### config.mk
export PLATFORM = sky130hd
export DESIGN_NAME = seq_mult_unit
export DESIGN_NICKNAME = d
export VERILOG_FILES = /design/src/rtl/seq_mult_pkg.sv /design/src/rtl/seq_mult_ctrl.sv /design/src/rtl/seq_mult_unit.sv
export SDC_FILE = /design/constraint.sdc
export NUM_CORES = 1
export LEC_CHECK = 0
export CAP_MARGIN = 20
export CORE_UTILIZATION = 45
export DETAILED_ROUTE_END_ITERATION = 10
export GPL_TIMING_DRIVEN = 0
export HOLD_SLACK_MARGIN = 0.05
export PLACE_DENSITY = 0.72
export SYNTH_ARGS = -nofsm -noshare
export SYNTH_HDL_FRONTEND = slang
export SYNTH_SLANG_ARGS = --single-unit
### constraint.sdc
create_clock -name clk -period 2.7 [get_ports clk]
set_clock_uncertainty 0.2 [all_clocks]
set_input_delay 0.54 -clock clk [delete_from_list [all_inputs] [get_ports clk]]
set_output_delay 0.54 -clock clk [all_outputs]
set_load 0.02 [all_outputs]
### src/rtl/seq_mult_pkg.sv
// seq_mult_pkg: shared definitions for the sequential shift-add multiplier.
//   state_t   - controller state encoding (IDLE, RUN, DONE)
//   WIDTH     - default operand width
//   cnt_width - width of the iteration counter for a given operand width
package seq_mult_pkg;

    typedef enum logic [1:0] {
        IDLE,
        RUN,
        DONE
    } state_t;

    localparam int unsigned WIDTH = 8;

    // One extra bit so the counter can reach 'width' without wrapping.
    function automatic int unsigned cnt_width(input int unsigned w);
        return $clog2(w) + 1;
    endfunction

endpackage

### src/rtl/seq_mult_ctrl.sv
// seq_mult_ctrl: control FSM and iteration counter for seq_mult_unit.
//   clk, reset - rising-edge clock, synchronous active-high reset
//   load, ack  - start request / result acknowledge from the consumer
//   busy       - registered, high while in RUN
//   readyR     - registered, high while in DONE
//   capture    - operands are sampled into the datapath this edge
//   step       - datapath performs one shift-add step this edge
//   commit     - this edge's step is the last; result goes to R
module seq_mult_ctrl
    import seq_mult_pkg::*;
#(
    parameter int unsigned width = WIDTH
) (
    input  logic clk,
    input  logic reset,
    input  logic load,
    input  logic ack,
    output logic busy,
    output logic readyR,
    output logic capture,
    output logic step,
    output logic commit
);

    localparam int unsigned CW = cnt_width(width);
    localparam logic [CW-1:0] LAST = CW'(width - 1);

    state_t        state;
    logic [CW-1:0] cnt;

    // load is honoured in DONE as well as IDLE (implicit acknowledge).
    assign capture = load && (state == IDLE || state == DONE);
    assign step    = (state == RUN);
    assign commit  = step && (cnt == LAST);

    always_ff @(posedge clk) begin
        if (reset) begin
            state  <= IDLE;
            cnt    <= '0;
            busy   <= 1'b0;
            readyR <= 1'b0;
        end else begin
            case (state)
                IDLE: begin
                    if (load) begin
                        state <= RUN;
                        cnt   <= '0;
                        busy  <= 1'b1;
                    end
                end
                RUN: begin
                    cnt <= cnt + 1'b1;
                    if (cnt == LAST) begin
                        state  <= DONE;
                        busy   <= 1'b0;
                        readyR <= 1'b1;
                    end
                end
                DONE: begin
                    if (load) begin
                        state  <= RUN;
                        cnt    <= '0;
                        busy   <= 1'b1;
                        readyR <= 1'b0;
                    end else if (ack) begin
                        state  <= IDLE;
                        readyR <= 1'b0;
                    end
                end
                default: begin
                    state  <= IDLE;
                    cnt    <= '0;
                    busy   <= 1'b0;
                    readyR <= 1'b0;
                end
            endcase
        end
    end

endmodule

### src/rtl/seq_mult_unit.sv
// seq_mult_unit: unsigned sequential shift-add multiplier, one step per clock.
//   clk, reset - rising-edge clock, synchronous active-high reset
//   load       - start request; A and B sampled on the same edge
//   A, B       - multiplicand / multiplier (unsigned, width bits)
//   ack        - consumer acknowledge of the result
//   busy       - high while an operation is iterating
//   readyR     - high while R holds a fresh, unacknowledged product
//   R          - registered product A*B (2*width bits)
module seq_mult_unit
    import seq_mult_pkg::*;
#(
    parameter int unsigned width = WIDTH
) (
    input  logic               clk,
    input  logic               reset,
    input  logic               load,
    input  logic [width-1:0]   A,
    input  logic [width-1:0]   B,
    input  logic               ack,
    output logic               busy,
    output logic               readyR,
    output logic [2*width-1:0] R
);

    logic               capture;
    logic               step;
    logic               commit;
    logic [width-1:0]   mcand;
    logic [width-1:0]   mplr;
    logic [width-1:0]   acc;
    logic [width:0]     sum;
    logic [2*width-1:0] prod_next;

    seq_mult_ctrl #(
        .width (width)
    ) u_ctrl (
        .clk     (clk),
        .reset   (reset),
        .load    (load),
        .ack     (ack),
        .busy    (busy),
        .readyR  (readyR),
        .capture (capture),
        .step    (step),
        .commit  (commit)
    );

    // Sum is one bit wider so the carry shifts into acc instead of being lost.
    assign sum       = {1'b0, acc} + (mplr[0] ? {1'b0, mcand} : '0);
    assign prod_next = (2*width)'({sum, mplr} >> 1);

    always_ff @(posedge clk) begin
        if (reset) begin
            mcand <= '0;
            mplr  <= '0;
            acc   <= '0;
            R     <= '0;
        end else if (capture) begin
            mcand <= A;
            mplr  <= B;
            acc   <= '0;
        end else if (step) begin
            acc  <= prod_next[2*width-1:width];
            mplr <= prod_next[width-1:0];
            if (commit) begin
                R <= prod_next;
            end
        end
    end

endmodule

=== After elaboration in Yosys (flattened, before gate mapping) ===
Cells that the tools add are included.

* Register bits after elaboration: 48
* Word-level logic and storage cells: 47
* Output and inout bits: 18

* Add/subtract/negate cells: 2
* Reductions and logical operators: 11
* Bitwise operators: 2
* Equality and inequality tests: 7
* Mux-type cells: 17

{| class="wikitable"
|+ Operator list
! cell !! count
|-
| $mux 8 || 3
|-
| $add 8x8->9 || 1
|-
| $reduce_and 3->1 || 3
|-
| $mux 2 || 4
|-
| $pmux 4 s2 || 1
|-
| $pmux 2 s3 || 1
|-
| $mux 1 || 5
|-
| $add 4x1->4 const B || 1
|-
| $eq 4x3->1 const B || 1
|-
| $mux 4 || 1
|-
| $ne 2x2->1 const B || 2
|-
| $reduce_or 2->1 || 2
|-
| $ne 3x3->1 const B || 1
|-
| $pmux 1 s3 || 1
|-
| $eq 2x1->1 const B || 1
|-
| $eq 2x2->1 const B || 1
|-
| $logic_and 1x1->1 || 2
|-
| $logic_not 2->1 || 1
|-
| $ne 2x1->1 const B || 1
|-
| $not 1->1 || 2
|-
| $pmux 1 s2 || 1
|-
| $reduce_and 2->1 || 1
|-
| $reduce_bool 2->1 || 1
|-
| $logic_or 1x1->1 || 1
|}

=== Depth between registers and ports, before layout ===
Gate-level depths: netlist of run 1.

* Word-level depth: 5
* Gate-level depth with buffers: 9
* Gate-level depth less buffers: 9

=== Cells and area by module ===
From an unflattened synthesis of run 1, not the netlist that was laid out.

* Cells, all modules: 267
* Area, all modules: 2,297.2 um^2

{| class="wikitable"
|+ By module, submodules not included
! module !! cells an instance !! area an instance (um^2) !! times used !! sequential area each (um^2)
|-
| seq_mult_unit || 226 || 1,951.9 || 1 || 800.8
|-
| seq_mult_ctrl || 41 || 345.3 || 1 || 160.2
|}

=== Least setup slack after synthesis of run 1 ===
No wires, ideal clock.

* Path type: register to register
* Start: register mplr[0]
* End: register R[15]
* Period minus slack after synthesis: 2,096 ps
* Data required time: 2,368 ps
* Cell stages (with the launch flop): 10
* Arrival time: 1,765 ps
* Setup slack: 604 ps
* Path through: dfxtp_1 and2_1 ha_1 inv_1 fa_1 nand2b_1 a21oi_2 o311a_1 a2111oi_0 nor3_1

* Longest elaborated chain between the ends: 2

{| class="wikitable"
|+ Ends and longest elaborated chain
! item !! RTL line !! text
|-
| start: declaration || seq_mult_unit.sv:29 || <nowiki>logic [width-1:0] mplr;</nowiki>
|-
| start signal: assignment || seq_mult_unit.sv:64 || <nowiki>mplr <= prod_next[width-1:0];</nowiki>
|-
| $mux 8 || seq_mult_unit.sv:49 || <nowiki>assign sum = {1'b0, acc} + (mplr[0] ? {1'b0, mcand} : '0);</nowiki>
|-
| $add 8x8->9 || seq_mult_unit.sv:49 ||
|-
| end signal: assignment || seq_mult_unit.sv:66 || <nowiki>R <= prod_next;</nowiki>
|-
| end: declaration || seq_mult_unit.sv:22 || <nowiki>output logic [2*width-1:0] R</nowiki>
|}

Every way passes these cells.
A chain may end at the register's enable or synchronous reset.

=== Worst setup path after layout of run 1 ===
Ends and elaborated chain as after synthesis.

==> flow_summary.json, run 1 <==
{
  "ctsResizeCount": 0,
  "drt-total-wl_mm": 4.85,
  "maxCapViolations": 0,
  "crit_type": "flop to flop",
  "dp_slack_ns": 0.324,
  "die_y_um": 72.0,
  "n_fill_cell": 447,
  "gp_congestion": 0.874,
  "grt_max_degree": 14,
  "drt-wirelength-per-cell_um": 12.8,
  "reg2reg_depth": 9,
  "ir_worst_vdd_uv": 262,
  "tns_ns": 0,
  "status": "completed",
  "synth_top_area_cell": "dfxtp_1",
  "grt.total_usage_pct": 21.4,
  "drtAntennaViolNets": 0,
  "dr_total_vias": 1930,
  "cts_tree": "yes",
  "fin_ws_ns": 0.290,
  "synth_fp_nets": 296,
  "cp-end-kind": "flop",
  "placed_cell_area_sq_um": 2660,
  "p_leak_uw": 0.00103,
  "power.density_nw_per_um2": 487,
  "final_area_sq_um": 2750,
  "coreArea_sq_um": 4720,
  "timing.fmax_mhz": 415,
  "max_slew.worst_pin.slew_ns": 0.515,
  "antennaDiodeCount": 0,
  "yosys_warnings": 0,
  "rows": 25,
  "cts-htree-levels": 2,
  "clock-sinks": 48,
  "area_delta_synth_final_pct": 24.7,
  "crit_fanout": 9,
  "final-instance-count-excl-fill": 378,
  "grt.overflow.total": 0,
  "cts_root_buf": "clkbuf_8",
  "cts_buffers": 5,
  "period_share_pct": 89.3,
  "synth_seq_cells": 48,
  "place_inst": 370,
  "syn_area_per_cell_sq_um": 8.28,
  "dieArea_sq_um": 5180,
  "post-cts-setup-buffer-count": 0,
  "rsz0062_at_grt": "no",
  "grt_pass1_wl_mm": 8.55,
  "viasPerCell": 5.11,
  "drtPass1Iterations": 4,
  "netlist_area_sq_um": 2200,
  "setup_violations": 0,
  "crit_path_start_kind": "flop",
  "clk_pin_slew_worst_paths_ns": 0.08,
  "synth.distinct_cells": 38,
  "synth_edf_count": 0,
  "ios": 38,
  "drive_gt1_share_pct": 9.00,
  "synth_top_area_share_pct": 43.6,
  "hold_class": "flop to flop",
  "hpwl_mm": 3.52,
  "period_minus_slack_ns": 2.41,
  "synthTopCellsByArea": "dfxtp_1, nand2_1, a21oi_1, ha_1, nor2_1",
  "yosysSeqAreaShare_pct": 43.6,
  "drtIter0Drc": 55,
  "grt_pass1_vias": 1892,
  "start_util_pct": 46.6,
  "worstPathArrival_ns": 2.44,
  "relSlewSlack_pct": 65.6,
  "async_reset_ff_share_pct": 0,
  "required_ns": 2.73,
  "portBuffers": 37,
  "nets": 340,
  "finalHoldViolCount": 0,
  "ctsHoldBuffers": 0,
  "clk_latency_ns": 0.30,
  "drc": 0,
  "antenna_found_initial": 0,
  "final_max_slew_viol_count": 0,
  "clockBufferDepth": 2,
  "die_w_um": 72.0,
  "ys.flop_type": "dfxtp_1",
  "synthCells": 266,
  "min_path_cells": 2,
  "holdWs_ns": 0.254
}
-- placed cells by master, fill, tap and decap left out, drive strengths merged, types with 5 or more instances in the layout --
| cell | netlist | routed |
|---|---|---|
| a21oi | 32 | 32 |
| nor3 | 7 | 7 |
| a311oi | 8 | 8 |
| o21ai | 10 | 10 |
| buf | 10 | 10 |
| clkdlybuf4s50 | 0 | 37 |
| clkbuf | 5 | 13 |
| ha | 9 | 9 |
| nand3b | 5 | 5 |
| nor2 | 23 | 23 |
| and2 | 8 | 8 |
| dfxtp | 48 | 48 |
| nand2 | 63 | 63 |
| inv | 5 | 5 |
-- cells in the mapped netlist (all sizes together) (2+ instances only) --
library cell,number
a311oi,8
nor2,23
nor3,7
or3,2
nand2b,4
xnor2,2
inv,5
a21oi,32
a211oi,3
o21ai,10
xor2,3
dfxtp,48
buf,10
nand3,3
nand2,63
o211ai,2
clkbuf,5
ha,9
a2111oi,2
nand3b,5
and2,8
nor2b,2
o22ai,4
-- layer usage --
metal  up-vias  track usage, %  wire length (um)
met1       870            28.3              2400
met4         0            8.71               116
met2        44            34.2              2100
li1       1004               -                 -
met5         -               0                 0
met3        12            4.58               234
-- final timing paths --
check                                              to  slack, ns             startpoint
worst max-delay path               R[15]$_SDFFE_PP0P_       0.29   mplr[0]$_SDFFE_PP0P_
worst min-delay path            mcand[3]$_SDFFE_PP0P_       0.25  mcand[3]$_SDFFE_PP0P_
worst max register to register     R[15]$_SDFFE_PP0P_       0.29   mplr[0]$_SDFFE_PP0P_
worst min register to register  mcand[3]$_SDFFE_PP0P_       0.25  mcand[3]$_SDFFE_PP0P_
-- worst max-delay path: stages (launching register included) --
cell       delay, ns
dfxtp_1         0.51
and2_1          0.18
ha_1            0.18
inv_1           0.07
fa_1            0.39
nand2b_1        0.20
a21oi_2         0.17
o311a_1         0.20
a2111oi_0       0.07
nor3_1          0.17
-- metrics by stage --
stage,util (%),power [uW]
2_1_floorplan,-,854
3_3_place_gp,56.3,914
3_5_place_dp,56.3,915
4_1_cts,58.2,1350
5_1_grt,58.2,1390
6_report,58.2,1340
-- flip-flops by register name, indices dropped and copies added (netlist names) --
register       flops
u_ctrl.state       2
acc                8
u_ctrl.busy        1
u_ctrl.readyR      1
mplr               8
mcand              8
R                 16
u_ctrl.cnt         4
-- power breakdown --
part	leakage, uW	internal (uW)	switching [uW]
Combinational	0.000598	68.8	82.4
Sequential	0.000391	732	16.6
Clock	0.0000455	209	230
Total	0.00103	1010	329
-- area by class of cell --
cell class / count / area (sq um) / share of cell area, %
sequential: 48 / 961 / 35.0
multi-input combinational: 198 / 1140 / 41.5
clock buffer: 8 / 90.1 / 3.28
inverter: 5 / 18.8 / 0.683
buffer: 15 / 82.6 / 3.01
timing repair buffer: 37 / 370 / 13.5
tap: 67 / 83.8 / 3.05
-- cell families (layout without fill, tap and decap cells) --
group / after synthesis / after routing / synth area share, %
and+or+nand+nor: 119 / 119 / 25.0
AOI/OAI and AO/OA: 64 / 64 / 18.7
DFF: 48 / 48 / 43.6
buffers and inverters: 20 / 65 / 4.60
adders and majority gates: 10 / 10 / 6.02
xor gates and xnor gates: 5 / 5 / 1.99
Note: power is estimated with default switching activity, not from simulation.
==> run 2: changes to the inputs <==
--- a/config.mk
+++ b/config.mk
@@ -6,6 +6,7 @@
 export NUM_CORES = 1
 export LEC_CHECK = 0
 export CAP_MARGIN = 20
+export CORE_MARGIN = 5
 export CORE_UTILIZATION = 45
 export DETAILED_ROUTE_END_ITERATION = 10
 export GPL_TIMING_DRIVEN = 0
==> run 2 against run 1 <==
- sequential share of layout area fell by 0.11 points
- first-iteration DRC count rose by 130%
- flip-flop and latch count stayed put
- power is 3.9% higher
- wire length increased by 5.2%
- hold slack gained 0.0014 ns
- clock power increased by 12%
- utilization up 0.19 points
- via count up 0.88%
- die area increased by 23%
- register-to-register slack lost 0.03 ns
==> flow_summary.json, run 2 (synthesis results as in run 1) <==
{
  "dr_total_vias": 1947,
  "finalHoldViolCount": 0,
  "clk_pin_slew_worst_paths_ns": 0.08,
  "drt-wirelength-per-cell_um": 13.6,
  "m1WireLength_mm": 2.37,
  "ios": 38,
  "multi_input_area_sq_um": 1140,
  "clockBufferDepth": 2,
  "total_power_uw": 1390,
  "drtAntennaViolNets": 0,
  "antenna_found_initial": 0,
  "ir_worst_vdd_uv": 285,
  "wl_met3_um": 295,
  "holdWs_ns": 0.255,
  "clock-sinks": 48,
  "dp_slack_ns": 0.274,
  "drt-total-wl_mm": 5.10,
  "drtIter0Drc": 128,
  "p_leak_uw": 0.00104,
  "crit_type": "flop to flop",
  "n_fill_cell": 448,
  "gp_congestion": 0.846,
  "grt_pass1_vias": 1808,
  "required_ns": 2.67,
  "seq_area_sq_um": 961,
  "maxCapViolations": 0,
  "cts-htree-levels": 2,
  "fin_ws_ns": 0.262,
  "grt.total_usage_pct": 17.2,
  "ctsResizeCount": 0,
  "final_common_cell": "nand2_1",
  "antennaDiodeCount": 0,
  "place_inst": 370,
  "worstPathArrival_ns": 2.41,
  "hold_class": "flop to flop",
  "die_y_um": 80.0,
  "start_util_pct": 46.6,
  "viasPerCell": 5.18,
  "drc": 0,
  "cts_buffers": 5,
  "drive_gt1_share_pct": 9.06,
  "status": "completed",
  "hpwl_mm": 3.69,
  "nets": 340,
  "grt_pass1_wl_mm": 8.47,
  "tns_ns": 0,
  "rsz0062_at_grt": "no",
  "period_share_pct": 90.3,
  "drtPass1Iterations": 4,
  "crit_fanout": 9,
  "ctsHoldBuffers": 0,
  "clk_latency_ns": 0.30,
  "coreArea_sq_um": 4720,
  "final-instance-count-excl-fill": 376,
  "period_minus_slack_ns": 2.44,
  "timing.fmax_mhz": 410,
  "highest_layer": "met4",
  "power.density_nw_per_um2": 505,
  "rows": 25,
  "final_max_slew_viol_count": 0,
  "portBuffers": 37,
  "grt_max_degree": 14,
  "wl_met2_mm": 2.35,
  "cts_tree": "yes",
  "relSlewSlack_pct": 63.4,
  "top_register": "R",
  "crit_path_start_kind": "flop",
  "grt.overflow.total": 0,
  "final_cell_mix": "nand2_1, dfxtp_1, clkdlybuf4s50_1",
  "largest_reg_flops": 16,
  "cts_root_buf": "clkbuf_8",
  "cp-end-kind": "flop",
  "post-cts-setup-buffer-count": 0,
  "area_delta_synth_final_pct": 25.1,
  "max_slew.worst_pin.slew_ns": 0.549,
  "die_w_um": 80.0,
  "dieArea_sq_um": 6400,
  "setup_violations": 0
}
-- run 2: layer usage --
| layer | vias to the layer above | GRT usage [%] |
|---|---|---|
| met5 | - | 0 |
| met4 | 0 | 6.59 |
| met3 | 6 | 4.40 |
| met2 | 56 | 27.2 |
| met1 | 882 | 22.3 |
| li1 | 1003 | - |
-- run 2: critical path: stages, from the launching register on --
cell and delay [ns]:
dfxtp_1 0.40, and2_1 0.18, ha_1 0.21, inv_1 0.07
fa_1 0.20, nand2b_1 0.15, a21oi_2 0.07, o311a_1 0.34
a2111oi_0 0.40, nor3_1 0.10
-- run 2: through the flow --
stage,instance area (sq um),util (%)
final,2760,58.4
after global routing,2760,58.4
after CTS,2760,58.4
after detailed placement,2660,56.3
after global placement,2660,56.3
after floorplan,2200,-
-- run 2: layout make-up --
type                            count  share of cell area, %
Multi-Input combinational cell    198                   41.4
Sequential cell                    48                   34.9
Timing Repair Buffer               37                   13.4
Tap cell                           67                   3.04
Buffer                             15                   3.00
Clock buffer                        5                   2.50
Clock inverter                      1                   1.09
Inverter                            5                  0.681
-- run 2: worst paths after layout --
kind | from | end | slack (ns) | cells past startpoint
worst max register to register | mplr[0]$_SDFFE_PP0P_ | R[15]$_SDFFE_PP0P_ | 0.26 | 9
worst min-delay path | R[1]$_SDFFE_PP0P_ | R[1]$_SDFFE_PP0P_ | 0.26 | 2
worst max-delay path | mplr[0]$_SDFFE_PP0P_ | R[15]$_SDFFE_PP0P_ | 0.26 | 9
worst min register to register | R[1]$_SDFFE_PP0P_ | R[1]$_SDFFE_PP0P_ | 0.26 | 2
-- run 2: power breakdown --
part,internal (uW),switching [uW]
clock network,266,224
logic,68.8,83.1
registers,732,16.8
total,1070,324
==> run 3: changes to the inputs <==
--- a/config.mk
+++ b/config.mk
@@ -11,7 +11,7 @@
 export DETAILED_ROUTE_END_ITERATION = 10
 export GPL_TIMING_DRIVEN = 0
 export HOLD_SLACK_MARGIN = 0.05
-export PLACE_DENSITY = 0.72
+export PLACE_DENSITY = 0.74
 export SYNTH_ARGS = -nofsm -noshare
 export SYNTH_HDL_FRONTEND = slang
 export SYNTH_SLANG_ARGS = --single-unit
==> constraint.sdc (replaced) <==
create_clock -name clk -period 2.2 [get_ports clk]
set_clock_uncertainty 0.2 [all_clocks]
set_input_delay 0.44 -clock clk [delete_from_list [all_inputs] [get_ports clk]]
set_output_delay 0.44 -clock clk [all_outputs]
set_load 0.02 [all_outputs]
==> run 3 against run 2 <==
- the run now ends with setup timing left
- non-clock buffer count increased by 2
- final area increased by 3.8%
- register-to-register slack got worse by 0.28 ns
- combinational power increased by 30%
- clock power increased by 11%
- critical path depth unchanged
- wire length increased by 4.7%
- power increased by 19%
- die area unchanged
- hold slack about the same
- setup slack got worse by 0.28 ns
- utilization increased by 2.2 points
==> flow_summary.json, run 3 (synthesis results as in run 1) <==
{
  "use_met1_pct": 23.2,
  "drtIter0Drc": 92,
  "drc": 0,
  "final_max_slew_viol_count": 0,
  "hold_class": "flop to flop",
  "clock-sinks": 48,
  "drt-wirelength-per-cell_um": 14.1,
  "final_common_cell": "nand2_1",
  "crit_fanout": 6,
  "hpwl_mm": 3.72,
  "combPwrFrac_pct": 11.9,
  "cts_buffers": 5,
  "grt_pass1_vias": 1813,
  "power.density_nw_per_um2": 580,
  "ios": 38,
  "p_int_uw": 1220,
  "setup_violations": 1,
  "crit_chain": "and2_4, ha_4, inv_2, fa_2, nand2b_4, a21oi_4, o311a_4, a2111oi_4, nor3_1",
  "r2r_start": "mplr[0]$_SDFFE_PP0P_",
  "worstPathArrival_ns": 2.20,
  "grt.overflow.total": 0,
  "clk_pin_slew_worst_paths_ns": 0.10,
  "rsz0062_at_grt": "yes",
  "final_cell_mix": "nand2_1, dfxtp_1, clkdlybuf4s50_1",
  "nets": 342,
  "sequentialPowerShare_pct": 55.4,
  "crit_path_max_incr_delay_ns": 0.40,
  "clockBufferDepth": 2,
  "status": "finished with violations",
  "net-switching-power_uw": 445,
  "drive_gt1_share_pct": 13.7,
  "grt_max_degree": 17,
  "clock_power_share_pct": 32.6,
  "cts-htree-levels": 2,
  "tns_ns": -0.0223,
  "crit_path_start_kind": "flop",
  "relSlewSlack_pct": 63.3,
  "p_leak_uw": 0.00105,
  "grtUsageMet3_pct": 3.50,
  "total_power_uw": 1660,
  "use_met2_pct": 27.1,
  "maxCapViolations": 0,
  "antenna_found_initial": 0,
  "utilization_pct": 60.6,
  "cts_tree": "yes",
  "cp-end-kind": "flop",
  "startpoint": "mplr[0]$_SDFFE_PP0P_",
  "period_share_pct": 101,
  "drtPass1Iterations": 4,
  "grt-busiest-layer": "met2",
  "p_sw_share_pct": 26.8,
  "drt-total-wl_mm": 5.34,
  "grt.total_usage_pct": 17.2,
  "viasPerCell": 5.26,
  "drtAntennaViolNets": 0,
  "start_util_pct": 46.6,
  "violations": "setup timing",
  "period_minus_slack_ns": 2.22,
  "finalHoldViolCount": 0,
  "ctsHoldBuffers": 0,
  "antennaDiodeCount": 0,
  "die_w_um": 80.0,
  "cp_slowest_cell": "o311a_4",
  "dieArea_sq_um": 6400,
  "gp_congestion": 0.842,
  "cts_root_buf": "clkbuf_8",
  "timing.fmax_mhz": 450,
  "hp-start": "mcand[4]$_SDFFE_PP0P_",
  "top_register": "R",
  "max_slew.worst_pin.slew_ns": 0.550,
  "final_area_sq_um": 2860,
  "rows": 25,
  "holdWs_ns": 0.255,
  "die_y_um": 80.0,
  "dr_total_vias": 1999,
  "n_fill_cell": 424,
  "r2r_slack_ns": -0.02,
  "required_ns": 2.18,
  "area_delta_synth_final_pct": 29.8,
  "largest_reg_flops": 16,
  "ir_worst_vdd_uv": 288,
  "grt_pass1_wl_mm": 8.59,
  "fin_ws_ns": -0.0223,
  "placed_cell_area_sq_um": 2660,
  "coreArea_sq_um": 4720,
  "portBuffers": 37,
  "crit_type": "flop to flop",
  "clk_latency_ns": 0.31
}
[run 3: final timing paths]
check,end,cells after the start
worst max-delay path,R[15]$_SDFFE_PP0P_,9
worst min-delay path,mcand[4]$_SDFFE_PP0P_,2
worst max register to register,R[15]$_SDFFE_PP0P_,9
worst min register to register,mcand[4]$_SDFFE_PP0P_,2
[run 3: repair_timing]
action,CTS,global route
resized for setup,8,9
setup endpoints to repair,8,7
pin swaps,2,5
gates cloned,0,0
buffers inserted,1,1
[run 3: worst max-delay path: cells and delay by family (launching register included)]
family / cells / cell delay (ns)
AO/OA/AOI/OAI: 3 / 0.73
flip-flops: 1 / 0.38
AND/OR/NAND/NOR: 3 / 0.35
buffers and inverters: 1 / 0.06
adder cells (fa/ha/maj): 2 / 0.37
[run 3: stage by stage]
stage / cells / setup slack [ns]
2_1_floorplan: 266 / 0.104
3_3_place_gp: 370 / -0.164
3_5_place_dp: 370 / -0.232
4_1_cts: 379 / 0.00115
5_1_grt: 380 / -0.107
6_report: 380 / -0.0223
[run 3: layer usage]
metal  up-vias  share of wire, %
met4         0               1.7
met1       935                48
met3        10               3.9
met5         -                 0
li1       1004                 -
met2        50                47
[run 3: final cells by class]
type	count	area (sq um)	area share [%]
multi-input combinational	198	1230	43.2
timing repair buffer	39	385	13.5
buffer	15	82.6	2.89
sequential	48	965	33.7
tap	67	83.8	2.93
clock inverter	3	21.3	0.744
clock buffer	5	68.8	2.41
inverter	5	18.8	0.656
[run 3: power by group through the flow]
| stage | combinational, uW | clock, uW | sequential (uW) |
|---|---|---|---|
| final | 198 | 542 | 920 |
| after global routing | 218 | 583 | 924 |
| after CTS | 192 | 550 | 919 |
| after detailed placement | 185 | 0 | 940 |
| after global placement | 182 | 0 | 939 |
| after floorplan | 113 | 0 | 935 |
